<file path="src/rtl/mem_access_unit_pkg.sv">
// Shared types and helpers for the MAR/MDR memory-access unit.
// Holds the FSM state encodings and the wait-counter sizing rule.
package mem_access_unit_pkg;

  typedef enum logic [1:0] {
    StIdle = 2'd0,
    StRd   = 2'd1,
    StWr   = 2'd2
  } accState_e;

  localparam int unsigned MaxWaitStates = 15;

  // Wait counter is never narrower than one bit, even with zero wait states.
  function automatic int unsigned cntWidth(int unsigned waitStates);
    return (waitStates < 2) ? 1 : $clog2(waitStates + 1);
  endfunction

endpackage

</file>
<file path="src/rtl/mem_access_unit_if.sv">
// Datapath/control/RAM-facing signal bundle of the memory-access unit.
// The unit itself takes the slave view; the CPU side and RAM take the master view.
interface mem_access_unit_if #(
  parameter int unsigned DataWidth = 32,
  parameter int unsigned AddrWidth = 9
) ();

  logic [DataWidth-1:0] bus_in;
  logic                 MARin;
  logic                 MDRin;
  logic                 mem_read;
  logic                 mem_write;
  logic [DataWidth-1:0] mdr_q;
  logic [DataWidth-1:0] mar_q;
  logic                 busy;
  logic                 done;
  logic                 err;
  logic [AddrWidth-1:0] ram_addr;
  logic [DataWidth-1:0] ram_wdata;
  logic                 ram_re;
  logic                 ram_we;
  logic [DataWidth-1:0] ram_rdata;

  modport slave (
    input  bus_in, MARin, MDRin, mem_read, mem_write, ram_rdata,
    output mdr_q, mar_q, busy, done, err, ram_addr, ram_wdata, ram_re, ram_we
  );

  modport master (
    output bus_in, MARin, MDRin, mem_read, mem_write, ram_rdata,
    input  mdr_q, mar_q, busy, done, err, ram_addr, ram_wdata, ram_re, ram_we
  );

endinterface

</file>
<file path="src/rtl/mem_access_unit_wait_counter.sv">
// Non-wrapping down-counter that paces RAM wait states.
// Loaded once at access start, then counts down and parks at zero.
module mem_access_unit_wait_counter
  import mem_access_unit_pkg::*;
#(
  parameter int unsigned WaitStates = 1,
  parameter int unsigned CntW       = cntWidth(WaitStates)
) (
  input  logic            clock,
  input  logic            clear,
  input  logic            load,
  input  logic [CntW-1:0] startVal,
  output logic            zero
);

  logic [CntW-1:0] cntQ;

  always_ff @(posedge clock) begin
    if (clear) begin
      cntQ <= '0;
    end else if (load) begin
      cntQ <= startVal;
    end else if (cntQ != '0) begin
      cntQ <= cntQ - CntW'(1);
    end
  end

  assign zero = (cntQ == '0);

endmodule

</file>
<file path="src/rtl/mem_access_unit.sv">
// MAR/MDR memory-access unit: sequences RAM reads/writes with wait states,
// reports busy/done to the control unit and rejects illegal requests with err.
module mem_access_unit
  import mem_access_unit_pkg::*;
#(
  parameter int unsigned DataWidth  = 32,
  parameter int unsigned AddrWidth  = 9,
  parameter int unsigned WaitStates = 1
) (
  input logic              clock,
  input logic              clear,
  mem_access_unit_if.slave bus
);

  localparam int unsigned CntW = cntWidth(WaitStates);
  localparam logic [CntW-1:0] CntStart = CntW'(WaitStates);

  if (WaitStates > MaxWaitStates) begin : gBadWaitStates
    $error("mem_access_unit: WaitStates must be in 0..15");
  end
  if (AddrWidth > DataWidth) begin : gBadAddrWidth
    $error("mem_access_unit: AddrWidth must not exceed DataWidth");
  end

  accState_e            stateQ;
  logic [DataWidth-1:0] marQ;
  logic [DataWidth-1:0] mdrQ;
  logic                 busyQ;
  logic                 doneQ;
  logic                 errQ;
  logic                 reQ;
  logic                 weQ;

  logic                 addrFault;
  logic                 anyLoad;
  logic                 anyStart;
  logic                 idleReject;
  logic                 startOk;
  logic                 cntZero;

  // Upper MAR bits must be clear for the address to land inside the RAM.
  if (AddrWidth < DataWidth) begin : gAddrCheck
    assign addrFault = |marQ[DataWidth-1:AddrWidth];
  end else begin : gNoAddrCheck
    assign addrFault = 1'b0;
  end

  always_comb begin
    anyLoad    = bus.MARin | bus.MDRin;
    anyStart   = bus.mem_read | bus.mem_write;
    idleReject = (bus.mem_read & bus.mem_write) |
                 (anyStart & anyLoad) |
                 (anyStart & addrFault);
    startOk    = (stateQ == StIdle) & anyStart & ~idleReject;
  end

  mem_access_unit_wait_counter #(
    .WaitStates(WaitStates),
    .CntW      (CntW)
  ) uWaitCounter (
    .clock   (clock),
    .clear   (clear),
    .load    (startOk),
    .startVal(CntStart),
    .zero    (cntZero)
  );

  always_ff @(posedge clock) begin
    if (clear) begin
      stateQ <= StIdle;
      marQ   <= '0;
      mdrQ   <= '0;
      busyQ  <= 1'b0;
      doneQ  <= 1'b0;
      errQ   <= 1'b0;
      reQ    <= 1'b0;
      weQ    <= 1'b0;
    end else begin
      doneQ <= 1'b0;
      errQ  <= 1'b0;
      unique case (stateQ)
        StIdle: begin
          if (anyStart && idleReject) begin
            errQ <= 1'b1;
          end else if (bus.mem_read) begin
            stateQ <= StRd;
            busyQ  <= 1'b1;
            reQ    <= 1'b1;
          end else if (bus.mem_write) begin
            stateQ <= StWr;
            busyQ  <= 1'b1;
            weQ    <= 1'b1;
          end else begin
            if (bus.MARin) marQ <= bus.bus_in;
            if (bus.MDRin) mdrQ <= bus.bus_in;
          end
        end
        StRd, StWr: begin
          // Registers stay frozen for the whole access; any request is refused.
          if (anyStart || anyLoad) errQ <= 1'b1;
          if (cntZero) begin
            stateQ <= StIdle;
            busyQ  <= 1'b0;
            reQ    <= 1'b0;
            weQ    <= 1'b0;
            doneQ  <= 1'b1;
            if (stateQ == StRd) mdrQ <= bus.ram_rdata;
          end
        end
        default: stateQ <= StIdle;
      endcase
    end
  end

  assign bus.mar_q     = marQ;
  assign bus.mdr_q     = mdrQ;
  assign bus.busy      = busyQ;
  assign bus.done      = doneQ;
  assign bus.err       = errQ;
  assign bus.ram_re    = reQ;
  assign bus.ram_we    = weQ;
  assign bus.ram_addr  = marQ[AddrWidth-1:0];
  assign bus.ram_wdata = mdrQ;

endmodule
</file>
<file path="src/flat_wrapper.sv">
// flat-port wrapper written by rule: the top's interface ports become plain ports
module mem_access_unit_flat import mem_access_unit_pkg::*;
#(
  parameter int unsigned DataWidth  = 32,
  parameter int unsigned AddrWidth  = 9,
  parameter int unsigned WaitStates = 1
)
  (clock, clear, bus_bus_in, bus_MARin, bus_MDRin, bus_mem_read, bus_mem_write, bus_ram_rdata, bus_mdr_q, bus_mar_q, bus_busy, bus_done, bus_err, bus_ram_addr, bus_ram_wdata, bus_ram_re, bus_ram_we);
  mem_access_unit_if #(.DataWidth(DataWidth), .AddrWidth(AddrWidth)) bus_i ();
  input logic clock;
  input logic clear;
  input wire logic [$bits(bus_i.bus_in)-1:0] bus_bus_in;
  input wire logic [$bits(bus_i.MARin)-1:0] bus_MARin;
  input wire logic [$bits(bus_i.MDRin)-1:0] bus_MDRin;
  input wire logic [$bits(bus_i.mem_read)-1:0] bus_mem_read;
  input wire logic [$bits(bus_i.mem_write)-1:0] bus_mem_write;
  input wire logic [$bits(bus_i.ram_rdata)-1:0] bus_ram_rdata;
  output wire logic [$bits(bus_i.mdr_q)-1:0] bus_mdr_q;
  output wire logic [$bits(bus_i.mar_q)-1:0] bus_mar_q;
  output wire logic [$bits(bus_i.busy)-1:0] bus_busy;
  output wire logic [$bits(bus_i.done)-1:0] bus_done;
  output wire logic [$bits(bus_i.err)-1:0] bus_err;
  output wire logic [$bits(bus_i.ram_addr)-1:0] bus_ram_addr;
  output wire logic [$bits(bus_i.ram_wdata)-1:0] bus_ram_wdata;
  output wire logic [$bits(bus_i.ram_re)-1:0] bus_ram_re;
  output wire logic [$bits(bus_i.ram_we)-1:0] bus_ram_we;
  assign bus_i.bus_in = bus_bus_in;
  assign bus_i.MARin = bus_MARin;
  assign bus_i.MDRin = bus_MDRin;
  assign bus_i.mem_read = bus_mem_read;
  assign bus_i.mem_write = bus_mem_write;
  assign bus_i.ram_rdata = bus_ram_rdata;
  assign bus_mdr_q = bus_i.mdr_q;
  assign bus_mar_q = bus_i.mar_q;
  assign bus_busy = bus_i.busy;
  assign bus_done = bus_i.done;
  assign bus_err = bus_i.err;
  assign bus_ram_addr = bus_i.ram_addr;
  assign bus_ram_wdata = bus_i.ram_wdata;
  assign bus_ram_re = bus_i.ram_re;
  assign bus_ram_we = bus_i.ram_we;
  mem_access_unit #(.DataWidth(DataWidth), .AddrWidth(AddrWidth), .WaitStates(WaitStates)) u_core (.clock(clock), .clear(clear), .bus(bus_i));
endmodule
</file>
<file path="config.mk">
export PLATFORM = sky130hd
export DESIGN_NAME = mem_access_unit_flat
export DESIGN_NICKNAME = d
export VERILOG_FILES = /design/src/rtl/mem_access_unit_pkg.sv /design/src/rtl/mem_access_unit_if.sv /design/src/rtl/mem_access_unit_wait_counter.sv /design/src/rtl/mem_access_unit.sv /design/src/flat_wrapper.sv
export SDC_FILE = /design/constraint.sdc
export NUM_CORES = 1
export LEC_CHECK = 0
export CORE_ASPECT_RATIO = 1.4
export CORE_MARGIN = 1
export CORE_UTILIZATION = 25
export DETAILED_ROUTE_END_ITERATION = 7
export GPL_TIMING_DRIVEN = 0
export SYNTH_ARGS = -nofsm -noshare
export SYNTH_HDL_FRONTEND = slang
export SYNTH_SLANG_ARGS = --single-unit
export TNS_END_PERCENT = 50
</file>
<file path="constraint.sdc">
create_clock -name clock -period 2.9 [get_ports clock]
set_clock_uncertainty 0.15 [all_clocks]
set_input_delay 0.29 -clock clock [delete_from_list [all_inputs] [get_ports clock]]
set_output_delay 0.29 -clock clock [all_outputs]
set_load 0.02 [all_outputs]
</file>
==> flow_summary_export.csv, run 1 <==
group,metric,value,unit
route,dr.first_iter.drc_count,139,
job,drv_cap,0,
setup_path,ff2ff_path_depth,8,
grt,grt_first_pass_wirelength,17400,um
power_and_ir_drop,leakagePower,2.07,nW
route,via_count,3381,
status,outcome,"completed",
route,dr.pass1.iters,4,
route,vias_per_cell,4.39,
synthesis,ys_types,36,
setup_path,path_class,"reg2reg",
synthesis,ys.warnings.count,0,
clock_tree,cts_buffer_depth,2,
route,wl,11500,um
synthesis,synth_ff_type,"dfxtp_1",
cells_and_area,n_fill_cell,1373,
grt,busiest_layer,"met2",
sta,slew_headroom,0.463,
clock_tree,cts_buffers,9,
power_and_ir_drop,power_density,536,nW/um2
synthesis,synth_edf_count,0,
power_and_ir_drop,peakVddDrop,281,uV
place,hpwl,9140,um
setup_path,cp.arrival,2.52,ns
sta,timing.fmax,402,MHz
sta,setup_slack,0.412,ns
route,ant_nets,0,
grt,grt_util_met1,0.173,
synthesis,ys_ff_latch,72,
clock_tree,cts_tree,"done",
route,drc,0,
sta,worstMarginPinSlew,0.805,ns
cells_and_area,synthToLayoutAreaGrowth,66.0,%
place,dpl_cell_area,5530,um2
clock_tree,clock_latency,0.33,ns
synthesis,yosys.area.top_type,"dfxtp_1",
clock_tree,cts_sinks,72,
grt,track_usage,0.160,
clock_tree,cts_setup_buffers,0,
setup_path,cp.required,2.93,ns
floorplan,fp.dieArea,14500,um2
synthesis,netlist_instances,394,
grt,grt_max_degree,12,
grt,gr-usage-met2,0.281,
floorplan,fp.dieH,142,um
synthesis,async_flop_share,0,
setup_path,rr_endpoint,"u_core.bus.mdr_q[22]",
setup_path,crit_buf_inv,3,
sta,hold_viol,0,
setup_path,r2r_start,"u_core.stateQ[1]",
synthesis,synth.cell_area,3510,um2
floorplan,initial_core_util,0.260,
grt,antenna_found_initial,0,
floorplan,io-pin-count,180,
worst_hold_path,hold_class,"reg2reg",
cells_and_area,fin_util,0.432,
setup_path,critPathSlowestCell,"a211oi_4",
setup_path,cp_top_family,"compound AO/OA/AOI/OAI gates",
sta,fin_crit,2.49,ns
place,gp_congestion,0.876,
clock_tree,cts-resized-gates,0,
synthesis,ys_seq_area_frac,0.410,
setup_path,end_kind,"register",
setup_path,regToRegSetupSlack,0.41,ns
grt,grt_pass1_vias,3343,
setup_path,cp_cell_sequence,"inv_1, ha_1, buf_2, nand2_2, o21ai_2, a211oi_4, buf_4, a211oi_2",
place,io_buffers,179,
synthesis,synth_top_area_frac,0.410,
sta,setup_viol,0,
floorplan,die_w,102,um
sta,fin_crit_sh,0.858,
floorplan,design.core.area,13500,um2
synthesis,synth.area.top_cells,"dfxtp_1 (41%), a211oi_2 (10%), buf_4 (9.4%)",
cells_and_area,nNetsFinal,657,
place,place_ws,0.402,ns
synthesis,avgSynthCellArea,8.91,um2
cells_and_area,finalInstanceArea,5830,um2
clock_tree,root_buffer,"clkbuf_16",
worst_hold_path,min_from,"u_core.bus.mar_q[7]",
grt,overflow,0,
clock_tree,cts_max_level,3,
floorplan,row_count,50,
cells_and_area,drive_above_1_share,0.171,
sta,finalMaxSlewViolations,0,
sta,final.setup.tns,0,ns
setup_path,path_max_fanout,10,
grt,gr-usage-met3,0.0373,
cells_and_area,antenna_cells,0,
clock_tree,holdBufCountCts,0,
worst_hold_path,min_to,"u_core.bus.mar_q[7]",
sta,rsz0062_at_grt,"false",
route,wl_per_cell,14.9,um
synthesis,synthesis.nets,467,
setup_path,cpPeakStageDelay,0.58,ns
clock_tree,clkTransAtPathRegs,0.05,ns
setup_path,cp-start-kind,"register",
worst_hold_path,holdPathStages,2,
-- power breakdown --
part           leakage (nW)  internal, mW  switching (mW)  total, mW
Combinational          1.33         0.461           0.429      0.890
Sequential            0.588          1.06          0.0570       1.12
Clock                 0.150         0.710           0.408       1.12
-- kinds of logic after synthesis --
logic type                 count (synthesis)  share of synthesized area
AOI/OAI and AO/OA                         79                      0.186
adders and majority gates                  3                     0.0107
buffers and inverters                     69                      0.130
DFF                                       72                      0.410
muxes                                     33                     0.0941
and+or+nand+nor                          138                      0.169
-- state kept, by name, summed over array words and instances, names as in the netlist --
name,cells
u_core.bus.err,1
u_core.bus.ram_we,1
u_core.bus.busy,1
u_core.stateQ,2
u_core.bus.ram_re,1
u_core.bus.mdr_q,32
u_core.bus.mar_q,32
u_core.bus.done,1
u_core.uWaitCounter.cntQ,1
-- routing by layer --
| metal | wire length [um] | share of wire |
|---|---|---|
| met4 | 342 | 0.030 |
| met3 | 791 | 0.069 |
| met5 | 0 | 0 |
| met2 | 5890 | 0.51 |
| met1 | 4450 | 0.39 |
-- layout by cell type, fill, tap and decap left out, types with 2 or more instances in the layout --
master,n
clkdlybuf4s50_1,179
nand2_1,73
dfxtp_1,72
buf_4,44
nor2_1,37
mux2i_1,33
a21oi_1,32
a211oi_2,28
clkbuf_1,14
clkbuf_16,9
buf_2,7
o21ai_0,6
nor4_1,6
a211oi_1,5
nand2b_1,4
nor2b_1,3
buf_6,3
ha_1,3
inv_1,2
and2_1,2
nand4_1,2
nor3_1,2
or3_1,2
a31oi_1,2
clkinv_2,2
clkbuf_8,2
-- stage by stage --
step                      hold WS (ns)  power (mW)  cells
final                            0.318        3.13    771
after global routing             0.340        3.27    771
after CTS                        0.320        3.17    771
after global placement           0.308        2.03    755
after detailed placement         0.312        2.04    755
after floorplan                  0.276        1.62    394
-- area by class of cell --
class                   count  area (um2)  area share
inverters                   2        7.51     0.00129
plain buffers              67         448      0.0768
well taps                 182         228      0.0390
repair buffers            179        1790       0.307
flip-flops and latches     72        1440       0.247
clock buffers              13         260      0.0446
multi-input cells         253        1620       0.277
clock inverters             3        40.0     0.00687
-- Yosys cell counts, drive strengths merged, types with 2 or more instances --
cell,instances
nand2,74
dfxtp,72
buf,55
nor2,38
a211oi,34
mux2i,33
a21oi,32
clkbuf,12
o21ai,7
nor4,6
nand2b,4
ha,3
nor2b,3
a31oi,2
and2,2
inv,2
nand4,2
nor3,2
or3,2
-- worst max path at each step --
stage,from,end,slack (ns),cells after the start
after floorplan,u_core.stateQ[0],u_core.bus.mdr_q[12],0.85,8
after global placement,u_core.stateQ[0],u_core.bus.mdr_q[24],0.46,8
after detailed placement,u_core.stateQ[1],u_core.bus.mdr_q[22],0.40,8
after CTS,u_core.stateQ[1],u_core.bus.mdr_q[24],0.39,8
after global routing,u_core.stateQ[0],u_core.bus.mdr_q[27],0.23,9
final,u_core.stateQ[1],u_core.bus.mdr_q[22],0.41,8
-- worst register-to-register path, cell delays in order (launching register included) --
cell      delay (ns)
dfxtp_1         0.38
inv_1           0.08
ha_1            0.27
buf_2           0.21
nand2_2         0.15
o21ai_2         0.09
a211oi_4        0.58
buf_4           0.34
a211oi_2        0.09
Note: power is estimated with default switching activity, not from simulation.
==> run 2, diff against run 1 <==
Settings changed: CORE_MARGIN 1 to default.
==> results of run 2 <==
Final layout, timing and power as in run 1 (identical DEF).
==> run 3, diff against run 2 <==
Settings changed: GPL_ROUTABILITY_DRIVEN from default to 0, SYNTH_HIERARCHICAL from default to 1.
==> flow_summary_export.csv, run 3 <==
group,metric,value,unit
grt,grt_max_degree,12,
grt,track_usage,0.165,
cells_and_area,synthToLayoutAreaGrowth,65.5,%
floorplan,fp.dieH,143,um
synthesis,synth_fa_ha_area_frac,0.0106,
setup_path,path_class,"reg2reg",
power_and_ir_drop,p_int,2.49,mW
power_and_ir_drop,switchingPower,1.17,mW
sta,finalMaxSlewViolations,0,
route,wl_per_cell,15.6,um
status,outcome,"completed",
job,drv_cap,0,
cells_and_area,n_fill_cell,1373,
power_and_ir_drop,total_power,3.66,mW
synthesis,synth_top_area_frac,0.407,
cells_and_area,multiInputGateArea,1620,um2
synthesis,synth_compound_area_frac,0.196,
route,dr.first_iter.drc_count,131,
clock_tree,cts_tree,"done",
cells_and_area,antenna_cells,0,
setup_path,end_kind,"register",
setup_path,cpPeakStageDelay,0.65,ns
floorplan,design.core.area,13800,um2
floorplan,initial_core_util,0.256,
power_and_ir_drop,swShare,0.320,
synthesis,synth_edf_count,0,
sta,setup_viol,0,
place,place_ws,-0.0642,ns
synthesis,yosys.area.top_type,"dfxtp_1",
power_and_ir_drop,power_density,625,nW/um2
synthesis,async_flop_share,0,
synthesis,synth_ff_type,"dfxtp_1",
synthesis,synthSimpleGateAreaFrac,0.154,
clock_tree,cts_sinks,72,
route,wl,12100,um
sta,worstMarginPinSlew,0.771,ns
clock_tree,clock_latency,0.34,ns
clock_tree,cts_buffers,9,
route,via_count,3465,
cells_and_area,final_common_cell,"clkdlybuf4s50_1",
sta,fin_crit,2.61,ns
sta,hold_viol,0,
synthesis,synthMuxAreaShare,0.0961,
setup_path,cp_common_cell,"clkbuf_1",
clock_tree,cts-resized-gates,0,
sta,setup_slack,0.294,ns
synthesis,synth.cell_area,3540,um2
clock_tree,root_buffer,"clkbuf_16",
synthesis,ys_seq_area_frac,0.407,
sta,holdWs,0.190,ns
sta,final.setup.tns,0,ns
cells_and_area,drive_above_1_share,0.158,
route,drc,0,
setup_path,crit_buf_inv,3,
place,hpwl,9650,um
power_and_ir_drop,leakagePower,2.13,nW
route,dr.pass1.iters,6,
setup_path,cp_top_family,"buffers and inverters",
sta,rsz0062_at_grt,"false",
synthesis,synth-xor-area-share,0,
synthesis,synthesis.nets,472,
floorplan,die_w,103,um
route,vias_per_cell,4.45,
route,ant_nets,0,
floorplan,row_count,51,
floorplan,io-pin-count,180,
synthesis,ys_ff_latch,72,
cells_and_area,fin_util,0.423,
setup_path,cp.arrival,2.65,ns
grt,grt_first_pass_wirelength,17900,um
sta,timing.fmax,384,MHz
sta,fin_crit_sh,0.899,
setup_path,cp-start-kind,"register",
setup_path,critPathSlowestCell,"clkbuf_1",
clock_tree,holdBufCountCts,0,
power_and_ir_drop,seq_power_share,0.323,
sta,slew_headroom,0.486,
power_and_ir_drop,pwr-share-comb,0.371,
setup_path,cp_cell_sequence,"inv_1, ha_1, clkbuf_1, clkbuf_1, mux2i_1, a211oi_2",
setup_path,path_max_fanout,10,
synthesis,ys_types,36,
synthesis,synth.area.top_cells,"dfxtp_1 (41%), a211oi_2 (9.9%), mux2i_1 (9.6%)",
cells_and_area,seqCellArea,1440,um2
synthesis,yosysMostFrequentCell,"dfxtp_1",
grt,grt_pass1_vias,3343,
grt,antenna_found_initial,0,
clock_tree,cts_max_level,3,
setup_path,cp.required,2.94,ns
clock_tree,clkTransAtPathRegs,0.06,ns
power_and_ir_drop,peakVddDrop,244,uV
floorplan,fp.dieArea,14700,um2
synthesis,synthTopCellsByCount,"dfxtp_1 (72), nand2_1 (69), buf_4 (44)",
worst_hold_path,hold_class,"in2reg",
place,io_buffers,177,
cells_and_area,nNetsFinal,662,
grt,overflow,0,
synthesis,ys.warnings.count,6,
synthesis,synth_top_family_by_area,"compound AO/OA/AOI/OAI gates",
synthesis,avgSynthCellArea,8.88,um2
cells_and_area,layout_common_cells,"clkdlybuf4s50_1 (177), dfxtp_1 (72), nand2_1 (69)",
clock_tree,cts_buffer_depth,2,
synthesis,netlist_instances,399,
power_and_ir_drop,p_clk_frac,0.307,
## run 3: repair_timing
item	in CTS	in global routing
pin swaps	1	1
gates cloned	0	0
endpoints found under the hold margin	0	0
buffers inserted	0	2
endpoints found under the setup margin	30	30
## run 3: kinds of logic (layout without fill, tap and decap cells)
kind of cell,Yosys count,after routing
AO/OA/AOI/OAI,83,83
adder cells (fa/ha/maj),3,3
buffers and inverters,77,272
flip-flops,72,72
multiplexers,34,34
other,1,1
AND/OR/NAND/NOR,129,129
## run 3: area by class of cell
class | instances | share of cell area
Clock buffer | 13 | 0.0444
Timing Repair Buffer | 179 | 0.305
Buffer | 69 | 0.0766
Sequential cell | 72 | 0.246
Tap cell | 185 | 0.0395
Clock inverter | 3 | 0.00683
Multi-Input combinational cell | 250 | 0.277
Inverter | 8 | 0.00512
## run 3: per-stage QoR
| stage | instances | cell area [um2] |
|---|---|---|
| after floorplan | 399 | 3540 |
| after CTS | 777 | 5850 |
| after global placement | 761 | 5550 |
| final | 779 | 5860 |
| after global routing | 779 | 5860 |
| after detailed placement | 761 | 5550 |
## run 3: path summary, 6_finish.rpt
kind | start | endpoint | slack [ns] | depth (start not counted)
setup / recovery | u_core/stateQ[1] | u_core/bus.mdr_q[6] | 0.29 | 6
hold / removal | bus_mem_read | u_core/stateQ[1] | 0.19 | 3
setup reg to reg | u_core/stateQ[1] | u_core/bus.mdr_q[6] | 0.29 | 6
hold reg to reg | u_core/bus.mar_q[27] | u_core/bus.mar_q[27] | 0.32 | 2
## run 3: power groups by stage
stage | Sequential [mW] | Combinational [mW] | Clock (mW)
after global routing | 1.19 | 1.44 | 1.19
after floorplan | 1.30 | 0.668 | 0
after global placement | 1.20 | 1.33 | 0
final | 1.18 | 1.36 | 1.12
after detailed placement | 1.20 | 1.35 | 0
after CTS | 1.18 | 1.36 | 1.16
## run 3: routing by layer
metal | wire, um | global-route usage
met5 | 0 | 0
met4 | 267 | 0.0654
met3 | 568 | 0.0318
met2 | 6560 | 0.295
met1 | 4740 | 0.188
## run 3: tightest hold or removal path, cell delays in order
cell and delay, ns:
clkbuf_2 0.15, nand2_1 0.09, o211a_1 0.12
